--- src/rtl/dz_count_ctrl.sv ---
// Countdown controller: debounced start/pause and clear buttons drive an
// IDLE/RUN/PAUSE/DONE machine that steps num down once every TICK_DIV cycles.
module dz_count_ctrl #(
    parameter int TICK_DIV  = 50_000_000,
    parameter int DB_CYCLES = 1_000_000,
    parameter int START_VAL = 5
) (
    input  logic       clk,
    input  logic       rst,
    input  logic       btn_start,
    input  logic       btn_clr,
    output logic [2:0] num,
    output logic       running,
    output logic       done
);

    localparam int            PW        = $clog2(TICK_DIV);
    localparam int            CW        = $clog2(DB_CYCLES);
    localparam logic [PW-1:0] PRESC_MAX = PW'(TICK_DIV - 1);
    localparam logic [PW-1:0] PRESC_0   = {PW{1'b0}};
    localparam logic [CW-1:0] DB_MAX    = CW'(DB_CYCLES - 1);
    localparam logic [2:0]    NUM_LOAD  = 3'(START_VAL);

    typedef enum logic [1:0] {
        S_IDLE  = 2'd0,
        S_RUN   = 2'd1,
        S_PAUSE = 2'd2,
        S_DONE  = 2'd3
    } state_t;

    // Button paths: bit 0 is start, bit 1 is clear.
    logic [1:0]          meta_d, meta_q;
    logic [1:0]          sync_d, sync_q;
    logic [1:0]          level_d, level_q;
    logic [1:0]          evt_d, evt_q;
    logic [1:0][CW-1:0]  cnt_d, cnt_q;

    state_t              state_d, state_q;
    logic [2:0]          num_d, num_q;
    logic [PW-1:0]       presc_d, presc_q;
    logic                running_d, running_q;
    logic                done_d, done_q;

    logic                start_evt_s;
    logic                clr_evt_s;
    logic                tick_s;

    assign start_evt_s = evt_q[0];
    assign clr_evt_s   = evt_q[1];
    assign tick_s      = (presc_q == PRESC_MAX);

    assign num     = num_q;
    assign running = running_q;
    assign done    = done_q;

    // Synchronizer and debounce next-state; a press event fires only on an accepted rising level.
    always_comb begin
        meta_d  = {btn_clr, btn_start};
        sync_d  = meta_q;
        level_d = level_q;
        cnt_d   = cnt_q;
        evt_d   = 2'b00;
        for (int i = 0; i < 2; i++) begin
            if (sync_q[i] != level_q[i]) begin
                if (cnt_q[i] == DB_MAX) begin
                    level_d[i] = sync_q[i];
                    cnt_d[i]   = {CW{1'b0}};
                    evt_d[i]   = sync_q[i];
                end else begin
                    level_d[i] = level_q[i];
                    cnt_d[i]   = cnt_q[i] + CW'(1);
                    evt_d[i]   = 1'b0;
                end
            end else begin
                level_d[i] = level_q[i];
                cnt_d[i]   = {CW{1'b0}};
                evt_d[i]   = 1'b0;
            end
        end
    end

    // Button synchronizer and debounce registers.
    always_ff @(posedge clk or posedge rst) begin
        if (rst) begin
            meta_q  <= 2'b00;
            sync_q  <= 2'b00;
            level_q <= 2'b00;
            cnt_q   <= {(2*CW){1'b0}};
            evt_q   <= 2'b00;
        end else begin
            meta_q  <= meta_d;
            sync_q  <= sync_d;
            level_q <= level_d;
            cnt_q   <= cnt_d;
            evt_q   <= evt_d;
        end
    end

    // Countdown FSM next-state; clear outranks every other event.
    always_comb begin
        state_d = state_q;
        num_d   = num_q;
        presc_d = presc_q;
        if (clr_evt_s) begin
            state_d = S_IDLE;
            num_d   = NUM_LOAD;
            presc_d = PRESC_0;
        end else begin
            case (state_q)
                S_IDLE: begin
                    num_d   = NUM_LOAD;
                    presc_d = PRESC_0;
                    if (start_evt_s) begin
                        state_d = S_RUN;
                    end else begin
                        state_d = S_IDLE;
                    end
                end
                S_RUN: begin
                    if (tick_s) begin
                        // The step lands even when a pause arrives on the same edge.
                        presc_d = PRESC_0;
                        if (num_q <= 3'd1) begin
                            num_d   = 3'd0;
                            state_d = S_DONE;
                        end else begin
                            num_d   = num_q - 3'd1;
                            state_d = start_evt_s ? S_PAUSE : S_RUN;
                        end
                    end else if (start_evt_s) begin
                        state_d = S_PAUSE;
                    end else begin
                        presc_d = presc_q + PW'(1);
                    end
                end
                S_PAUSE: begin
                    if (start_evt_s) begin
                        state_d = S_RUN;
                    end else begin
                        state_d = S_PAUSE;
                    end
                end
                S_DONE: begin
                    if (start_evt_s) begin
                        state_d = S_IDLE;
                        num_d   = NUM_LOAD;
                        presc_d = PRESC_0;
                    end else begin
                        state_d = S_DONE;
                        num_d   = 3'd0;
                    end
                end
                default: begin
                    state_d = S_IDLE;
                    num_d   = NUM_LOAD;
                    presc_d = PRESC_0;
                end
            endcase
        end
        running_d = (state_d == S_RUN);
        done_d    = (state_d == S_DONE);
    end

    // Countdown FSM state and registered outputs.
    always_ff @(posedge clk or posedge rst) begin
        if (rst) begin
            state_q   <= S_IDLE;
            num_q     <= NUM_LOAD;
            presc_q   <= PRESC_0;
            running_q <= 1'b0;
            done_q    <= 1'b0;
        end else begin
            state_q   <= state_d;
            num_q     <= num_d;
            presc_q   <= presc_d;
            running_q <= running_d;
            done_q    <= done_d;
        end
    end

endmodule

--- config.mk ---
export PLATFORM = sky130hd
export DESIGN_NAME = dz_count_ctrl
export DESIGN_NICKNAME = d
export VERILOG_FILES = /design/src/rtl/dz_count_ctrl.sv
export SDC_FILE = /design/constraint.sdc
export NUM_CORES = 1
export LEC_CHECK = 0
export CAP_MARGIN = 20
export CORE_MARGIN = 10
export CORE_UTILIZATION = 56
export CTS_CLUSTER_DIAMETER = 40
export DETAILED_ROUTE_END_ITERATION = 6
export PLACE_DENSITY = 0.75
export SLEW_MARGIN = 20
export SYNTH_ARGS = -nofsm -noshare
export SYNTH_HDL_FRONTEND = slang
export SYNTH_SLANG_ARGS = --single-unit
--- constraint.sdc ---
create_clock -name clk -period 2.77 [get_ports clk]
set_input_delay 0.554 -clock clk [delete_from_list [all_inputs] [get_ports clk]]
set_output_delay 0.554 -clock clk [all_outputs]
set_load 0.05 [all_outputs]
# Yosys cells after proc, flatten, opt, wreduce, memory -nomap -nowiden
# Index checks and enable logic that the tools add are counted.
[totals] reg_bits=81 input_bits=4
[classes] n_addsub=4 magnitude_cmp=1 n_eq_ne=13 n_mux=27 reduce_logical=6
[ops] op="26-bit 2-to-1 mux" count=4
[ops] op="20-bit 2-to-1 mux" count=4
[ops] op="26-bit one-hot mux with 3 select lines" count=1
[ops] op="20-bit by 1-bit adder with 20-bit output, second input constant" count=2
[ops] op="20-bit equality test, second input constant" count=2
[ops] op="26-bit by 1-bit adder with 26-bit output, second input constant" count=1
[ops] op="26-bit equality test, second input constant" count=1
[ops] op="2-bit 2-to-1 mux" count=7
[ops] op="3-bit 2-to-1 mux" count=4
[ops] op="3-bit one-hot mux with 3 select lines" count=1
[ops] op="2-bit one-hot mux with 4 select lines" count=1
[ops] op="2-bit equality test, second input constant" count=3
[ops] op="3-bit != test, second input constant" count=2
[ops] op="2-bit AND reduction" count=3
[ops] op="1-bit 2-to-1 mux" count=5
[ops] op="2-bit by 1-bit equality test with 1-bit output, second input constant" count=2
[ops] op="4-bit != test, second input constant" count=1
[ops] op="4-bit nonzero test" count=1
[ops] op="3-bit by 1-bit <= comparator with 1-bit output, second input constant" count=1
[ops] op="3-bit AND reduction" count=1
[ops] op="3-bit by 1-bit subtractor with 3-bit output, second input constant" count=1
[ops] op="2-bit logical NOT" count=1
[ops] op="1-bit != test" count=2

# Longest topological paths before layout
# Gate-level depths: netlist (run 1).
[depth] word_depth=6 depth_mapped=8 depth_no_buf=7

# Worst setup path after synthesis (run 1)
# Ideal clock, no wire load.
[synth_path] path_type="reg-to-reg" from="register presc_q[0]" to="register presc_q[9]" setup_ns=0.124 arrival_time_ns=1.875 t_required_ns=2.646 path_slack_ns=0.771 stages_incl_launch_ff=8 n_path_buf=1 path_cell_list="dfrtp_1 ha_1 and4_1 nand3_4 o31a_1 buf_6 and3_1 a211o_1"
[synth_via] elab_chain_cells=5 elab_cells_between_ends=8 classes_between="add/sub: 1; eq/ne: 2; mux: 4; reduce/logical: 1"
[synth_lines] item="start: declaration" line_no="40" source="logic [PW-1:0] presc_d, presc_q;"
[synth_lines] item="start signal: assignment" line_no="175" source="presc_q <= presc_d;"
[synth_lines] item="26-bit by 1-bit adder with 26-bit output" line_no="133" source="presc_d = presc_q + PW'(1);"
[synth_lines] item="26-bit 2-to-1 mux" line_no="130" source="end else if (start_evt_s) begin"
[synth_lines] item="26-bit 2-to-1 mux" line_no="120" source="if (tick_s) begin"
[synth_lines] item="26-bit one-hot mux with 3 select lines" line_no="109" source="case (state_q)"
[synth_lines] item="26-bit 2-to-1 mux" line_no="104" source="if (clr_evt_s) begin"
# Parallel ways exist; a longest one is shown, timed or not. The select of a mux whose other input is x is not followed.
# A chain may end at the register's enable or synchronous reset.

# Final worst setup path (run 1)
[layout_path] from="register presc_q[0]" to="register presc_q[21]"
# Same word-level chain as after synthesis.

==> results.txt, run 1 <==
----------------------------------------------------
[Yosys]
  Cell area after technology mapping ... around 4200 µm²
  Synth unique cells ... 64
  Average cell area after synthesis ... between 9 and 10 µm²
  Ranking of synthesized cells by area ... dfrtp_1, nor2_1, xor2_1, xnor2_1, nand3_1
  Top cell type's share of synthesized area ... 0.4691
  Synth Flop Type ... dfrtp_1
  Seq/Total Area, Yosys ... 0.4816
  Syn Nets ... between 400 and 500
  Most area-hungry cell type in the Yosys netlist ... dfrtp_1
  Post-synthesis sequential element count ... around 80
  Count of flip-flops with a built-in enable after synthesis ... 0
  Async set-reset flop share out of synthesis ... 1.000
  Count leader, synth ... dfrtp_1
  Total of warnings raised by yosys ... 0
  Top cells by count, synth ... dfrtp_1, nor2_1, nand2_1, nand3_1, xor2_1
  Gate Count Post-Synth ... 425

[Setup path]
  Type of the worst setup path ... reg -> reg
  Data arrival time of the critical path ... 2820 ps
  Worst-path fanout max ... 24
  Startpoint class of the critical path ... flop
  Critical Path RT ... roughly 3000 ps
  Capturing element type of the critical path ... flop

[Finish]
  Fin nets ... between 400 and 500
  Final std cells w/o fill ... roughly 540
  FILL cells ... ~600
  Fraction of final layout cells with drive strength greater than 1 ... 0.09567
  Antenna diode instance count ... 0
  Layout overhead on the synthesized area ... 9.501%

[Drt]
  Via density ... around 5.9
  Total DRC errors in the routed layout ... 0
  Remaining antenna violation count after routing ... 0
  Total via count after detailed routing ... about 3200
  Average detailed-routed wire length per instance ... 15.22 µm
  Total Routed Length ... between 8000 and 9000 µm
  Number of iterations in the first detailed-routing pass ... 4
  Number of violations reported at the end of detailed-routing iteration 0 ... 152

[Power]
  Fraction of power consumed by combinational cells ... 0.023
  Switching Share ... 0.2131
  Max VDD drop ... 0.0002936 V
  Clock group share of total power ... 0.455
  Total power per unit cell area ... 498.9 nW/µm²
  Share of total power in sequential cells ... 0.522
  Switching power summed over all nets ... 0.0004905 W
  Leakage dissipation ... 1.903 nW
  Final total power ... 0.002302 W
  Internal power summed over all cells ... 0.001812 W

[Timing]
  Worst-case hold slack ... between 300 and 400 ps
  Final Hold Vio Count ... 0
  Final clock skew ... between 15 and 20 ps
  Tightest slew margin relative to the limit ... 0.4308
  Maximum clock rate ... between 0.3 and 0.4 GHz
  Final number of max-transition violations ... 0
  Slew @ Worst Pin ... between 800 and 900 ps
  Setup repair after global routing missed its margin ... no
  Tcrit/Tclk final ... 0.9188
  Post-route worst setup slack ... 224.8 ps
  Post-layout min period ... about 2500 ps
  Final setup violation count ... 0
  Post-route setup TNS ... 0 ps

[Clocking]
  Clock transition at the registers of the reported paths ... approximately 90 ps
  CTS tree ... built
  Clock latency at the later pin of the worst-skew pair ... 350 ps
  Post-CTS Hold Fix Bufs ... 0
  # Post-CTS Setup Buffers ... 0
  H-Tree Depth ... 3
  Clock root buffer master ... clkbuf_8
  Cells resized by post-CTS repair ... 0
  Clock Sink Count ... a little over 80
  Number of clock buffers inserted by TritonCTS ... 9
  CTS Buffer Depth ... 2

[Placed design]
  Estimated wirelength of the detail-placed design ... roughly 5600 µm
  Final weighted congestion in routability-driven placement ... between 0.8 and 0.9
  Placed Cells ... 522
  Count of port buffers added during placement ... 8
  Post-Place Worst Slack ... about 270 ps

[GRT]
  Largest net degree at the start of global routing ... 45
  Global-route wire length before repair ... about 14000 µm
  Global route overflow ... 0
  Initial antenna violation count ... 0
  GRT Overall Usage ... 0.1493
  Vias in the first global route ... between 3000 and 4000

[Run status]
  Result of the run ... finished, final reports clean

[Worst hold path]
  Kind of path behind the tightest hold check ... reg -> reg

[Die]
  Std cell rows ... 31
  Starting density of the core ... 0.5779
  Overall die width ... roughly 110 µm
  Placeable core area ... approximately 7300 µm²
  Die extent in y ... 106.7 µm
  # IOs ... 9
  Die ar. ... around 11000 µm²

[Flow run]
  Count of maximum capacitance violations ... 0

----------------------------------------------------
-- per-stage QoR --
| step | cell area, µm² | utilization |
|---|---|---|
| 6_report | 4614 | 0.6328 |
| 5_1_grt | 4614 | 0.6328 |
| 4_1_cts | 4614 | 0.6328 |
| 3_5_place_dp | 4372 | 0.5995 |
| 3_3_place_gp | 4372 | 0.5995 |
| 2_1_floorplan | 4214 | - |
-- state kept, by name, indices dropped and copies added (netlist names) --
name     count
cnt_q       40
done         1
evt_q        2
level_q      2
meta_q       2
num          3
presc_q     26
running      1
state_q      2
sync_q       2
-- critical path, stage by stage (launching register included) --
cell and delay (ps):
dfrtp_1 450, ha_1 270, and4_1 260, nand3_4 150
o31a_1 720, buf_4 330, a41oi_1 130, a31oi_1 160
-- per-layer routing --
layer,vias to the layer above,wire length [µm],global-route usage,share of wire
li1,1549,-,-,-
met1,1586,3972,0.1976,0.48
met5,-,0,0,0
met4,0,76,0.05319,0.0093
met3,8,256,0.03054,0.031
met2,46,3885,0.2375,0.47
-- layout by cell type, fill, tap and decap left out, drive strengths merged, types with 2 or more instances in the layout --
cell            n
dfrtp          79
nor2           56
nand2          33
nand3          26
xor2           22
nand4          19
a31oi          18
xnor2          17
and3           15
a21oi          15
inv            13
nor3           11
o21ai          10
clkbuf         10
clkdlybuf4s50   8
buf             7
nor4b           7
nor4            6
ha              5
or3             5
a41oi           4
nand2b          3
o211ai          3
bufinv          3
o31a            2
a21o            2
mux2i           2
and4b           2
nand3b          2
a211o           2
nor3b           2
or2             2
or4             2
mux2            2
dfstp           2
or3b            2
o31ai           2
o311ai          2
clkinv          2
-- power by group through the flow --
stage / registers, W / logic (W) / clock network [W]
floorplan: 0.00122 / 0.0000362 / 0
global placement: 0.00122 / 0.0000550 / 0
detailed placement: 0.00122 / 0.0000565 / 0
CTS: 0.00120 / 0.0000565 / 0.00107
global route: 0.00120 / 0.0000634 / 0.00112
finish: 0.00120 / 0.0000537 / 0.00105
-- layout make-up --
| cell class | instances | area [µm²] | area share |
|---|---|---|---|
| Tap cell | 99 | 123.9 | 0.02684 |
| Timing Repair Buffer | 15 | 145.1 | 0.03145 |
| Inverter | 13 | 50.05 | 0.01085 |
| Multi-Input combinational cell | 314 | 2023 | 0.4384 |
| Clock inverter | 6 | 115.1 | 0.02495 |
| Clock buffer | 10 | 127.6 | 0.02766 |
| Sequential cell | 81 | 2029 | 0.4398 |
-- kinds of logic (layout without fill, tap and decap cells) --
logic type / count (synthesis) / after routing / synth area share
adder cells (fa/ha/maj): 5 / 5 / 0.01485
flip-flops: 81 / 81 / 0.4816
XOR/XNOR: 39 / 39 / 0.08106
AO/OA/AOI/OAI: 71 / 71 / 0.1179
multiplexers: 4 / 4 / 0.01009
AND/OR/NAND/NOR: 195 / 195 / 0.2562
buffers and inverters: 30 / 44 / 0.03830
-- final timing paths --
kind,start,end,slack [ps],cells after the start
min,meta_q[1],sync_q[1],360,0
min reg2reg,meta_q[1],sync_q[1],360,0
max,presc_q[0],presc_q[21],220,7
max reg2reg,presc_q[0],presc_q[21],220,7
max in group asynchronous,rst,num[0],1670,3
min in group asynchronous,rst,cnt_q[27],470,2
(Power assumes the default switching activity.)
==> inputs of run 2 (changes only) <==
--- a/constraint.sdc
+++ b/constraint.sdc
@@ -3,2 +3,2 @@
 set_output_delay 0.554 -clock clk [all_outputs]
-set_load 0.05 [all_outputs]
+set_load 0.005 [all_outputs]
==> results of run 2 <==
Final layout, timing and power as in run 1 (identical DEF).
==> inputs of run 3 (changes only) <==
ABC_AREA = 1   (was unset)
CORE_UTILIZATION = 54   (was 56)
PLACE_DENSITY = 0.72   (was 0.75)
==> run 3 against run 2 <==
- register-to-register slack better by 540 ps
- design area increased by 6.6%
- non-clock buffer count is 6 lower
- via count is 14% higher
- largest power group unchanged
==> results.txt, run 3 <==
----------------------------------------------------
[Run status]
  Result of the run ... finished, final reports clean

[Drt]
  Average detailed-routed wire length per instance ... 12.34 µm (-19%)
  Number of violations reported at the end of detailed-routing iteration 0 ... 157 (+3.3%)
  Number of iterations in the first detailed-routing pass ... 4 (unchanged)
  Via density ... 5.157 (-13%)
  Total DRC errors in the routed layout ... 0 (unchanged)
  Remaining antenna violation count after routing ... 0 (unchanged)
  Total Routed Length ... 8736 µm (+6.7%)
  Total via count after detailed routing ... 3651 (+14%)

[Power]
  Fraction of power consumed by combinational cells ... 0.026 (+0.003)
  Clock group share of total power ... 0.440 (-0.015)
  Total power per unit cell area ... 455.7 nW/µm² (-8.7%)
  Switching power summed over all nets ... 0.0004989 W (+1.7%)
  Share of total power in sequential cells ... 0.535 (+0.013)
  Switching Share ... 0.2226 (+0.009490)
  Leakage dissipation ... 2.138 nW (+12%)
  Internal power summed over all cells ... 0.001743 W (-3.8%)
  Max VDD drop ... 0.0002918 V (-0.60%)

[Setup path]
  Worst-path fanout max ... 6 (-75%)
  Largest stage delay on the critical path ... 580 ps (-140 ps)
  Stages on the worst setup path ... 1 (-6)
  Startpoint class of the critical path ... flop
  Data arrival time of the critical path ... 1450 ps (-1370 ps)
  Critical Path RT ... 2220 ps (-820 ps)
  Register-to-Register Path Depth ... 10 (+3)
  Capturing element type of the critical path ... output port
  Type of the worst setup path ... reg -> out
  Cell chain of the critical path ... clkdlybuf4s50_1
  Crit path max-delay family ... flip-flops
  Crit path buffers/inverters ... 1 (unchanged)
  Slowest stage cell, crit path ... dfstp_2

[Timing]
  Post-layout min period ... 2001 ps (-544.0 ps)
  Tightest slew margin relative to the limit ... 0.7026 (+0.2718)
  Tcrit/Tclk final ... 0.7224 (-0.1964)
  Slew @ Worst Pin ... 442.7 ps (-411.1 ps)
  Final Hold Vio Count ... 0 (unchanged)
  Final setup violation count ... 0 (unchanged)
  Post-route setup TNS ... 0 ps (unchanged)
  Final clock skew ... 13.76 ps (-1.545 ps)
  Final number of max-transition violations ... 0 (unchanged)
  Setup repair after global routing missed its margin ... no
  Maximum clock rate ... 0.4997 GHz (+27%)

[Finish]
  Antenna diode instance count ... 0 (unchanged)
  Largest register FFs ... 40 (unchanged)
  Fraction of final layout cells with drive strength greater than 1 ... 0.08624 (-0.009436)
  Fin nets ... 607 (+37%)
  Commonest cells after routing, fill and taps aside ... nand2_1, nor2_1, dfrtp_1
  Most common cell after layout, fill and taps aside ... nand2_1
  Layout overhead on the synthesized area ... 9.344%
  Utilization after layout ... 0.6018 (-0.03103)
  Largest reg by FF count ... cnt_q

[Clocking]
  Cells resized by post-CTS repair ... 0 (unchanged)
  # Post-CTS Setup Buffers ... 0 (unchanged)
  H-Tree Depth ... 3 (unchanged)
  Clock latency at the later pin of the worst-skew pair ... 350 ps (about the same)
  Post-CTS Hold Fix Bufs ... 0 (unchanged)
  CTS tree ... built
  Number of clock buffers inserted by TritonCTS ... 9 (unchanged)
  Clock Sink Count ... 81 (unchanged)
  CTS Buffer Depth ... 2 (unchanged)
  Clock transition at the registers of the reported paths ... 90 ps (about the same)
  Clock root buffer master ... clkbuf_8

[GRT]
  Global-route wire length before repair ... 15570 µm (+8.6%)
  Initial antenna violation count ... 0 (unchanged)
  Global route overflow ... 0 (unchanged)
  Largest net degree at the start of global routing ... 73 (+62%)
  GRT Overall Usage ... 0.1444 (-0.004939)
  Vias in the first global route ... 3584 (+14%)

[Yosys]
  Most area-hungry cell type in the Yosys netlist ... dfrtp_1
  Async set-reset flop share out of synthesis ... 1.000 (unchanged)
  Top cells by count, synth ... nand2_1, nor2_1, dfrtp_1, inv_1, nand3_1
  Count of flip-flops with a built-in enable after synthesis ... 0 (unchanged)
  Syn Nets ... 592 (+36%)
  Average cell area after synthesis ... 7.718 µm² (-22%)
  Synth unique cells ... 31 (-52%)
  Total of warnings raised by yosys ... 0 (unchanged)
  Top cell type's share of synthesized area ... 0.4394 (-0.02974)
  Count leader, synth ... nand2_1
  Post-synthesis sequential element count ... 81 (unchanged)
  Gate Count Post-Synth ... 583 (+37%)
  Cell area after technology mapping ... 4499 µm² (+6.8%)
  Synth Flop Type ... dfrtp_1
  Seq/Total Area, Yosys ... 0.4511 (-0.03053)
  Ranking of synthesized cells by area ... dfrtp_1, nand2_1, nor2_1, xor2_1, inv_1

[Placed design]
  Count of port buffers added during placement ... 8 (unchanged)
  Final weighted congestion in routability-driven placement ... 0.8921 (+5.8%)
  Estimated wirelength of the detail-placed design ... 6419 µm (+15%)

[Worst hold path]
  Cell depth of the worst min-delay path ... 0 (unchanged)
  Kind of path behind the tightest hold check ... reg -> reg

[Die]
  Overall die width ... 111.3 µm (+4.2%)
  # IOs ... 9 (unchanged)
  Std cell rows ... 33 (+6.5%)
  Starting density of the core ... 0.5504 (-0.02755)
  Die extent in y ... 111.3 µm (+4.2%)
  Die ar. ... 12380 µm² (+8.7%)
  Placeable core area ... 8175 µm² (+12%)

[Flow run]
  Count of maximum capacitance violations ... 0 (unchanged)

----------------------------------------------------
run 3: cells by family after synthesis:
kind of cell	synth area share
xor gates and xnor gates	0.07787
AOI/OAI and AO/OA	0.05590
DFF	0.4511
and+or+nand+nor	0.3315
adders and majority gates	0.01390
buffers and inverters	0.06980
run 3: per-stage QoR:
step / hold slack [ps] / std cells / instance area [µm²] / setup WS (ps) / total power (W)
final: 353.3 / 708 / 4920 / 768.9 / 0.002242
after global routing: 364.2 / 708 / 4920 / 580.5 / 0.002325
after CTS: 356.1 / 708 / 4920 / 741.5 / 0.002265
after detailed placement: 337.0 / 692 / 4692 / 764.3 / 0.001282
after global placement: 334.3 / 692 / 4692 / 859.5 / 0.001280
after floorplan: 331.2 / 583 / 4499 / 139.2 / 0.001260
run 3: power by group through the flow:
stage / Sequential, W / Combinational (W) / Clock (W)
after floorplan: 0.00122 / 0.0000391 / 0
after global placement: 0.00122 / 0.0000580 / 0
after detailed placement: 0.00122 / 0.0000602 / 0
after CTS: 0.00120 / 0.0000602 / 0.00101
after global routing: 0.00120 / 0.0000677 / 0.00106
final: 0.00120 / 0.0000576 / 0.000986
run 3: path summary, 6_finish.rpt:
| path | startpoint | to | slack [ps] |
|---|---|---|---|
| max | num[0] | num[0] | 770 |
| min | meta_q[1] | sync_q[1] | 350 |
| max reg2reg | presc_q[0] | presc_q[1] | 770 |
| min reg2reg | meta_q[1] | sync_q[1] | 350 |
| max in group asynchronous | rst | num[2] | 1720 |
| min in group asynchronous | rst | cnt_q[3] | 420 |
run 3: per-layer routing:
metal  wire (µm)  share of wire  track usage  up-vias
met5           0              0            0        -
li1            -              -            -     1888
met1        4217           0.48       0.1783     1707
met4          98          0.011      0.06341        0
met3         210          0.024      0.02543       10
met2        4210           0.48       0.2403       46
run 3: area by class of cell:
| type | count | area, µm² |
|---|---|---|
| Fill cell | 759 | 3256 |
| Multi-Input combinational cell | 424 | 2156 |
| Sequential cell | 81 | 2029 |
| Inverter | 73 | 275.3 |
| Clock buffer | 10 | 137.6 |
| Tap cell | 105 | 131.4 |
| Timing Repair Buffer | 9 | 100.1 |
| Clock inverter | 6 | 90.09 |
run 3: worst register-to-register path: stages, from the launching register on:
cell     delay, ps
dfrtp_1        420
ha_1           250
nand3_2        140
inv_2           70
nand3_1         90
nor2_2          60
nor2_4         130
nand3_2        370
inv_1          260
nand2_1         80
nand2_1         60
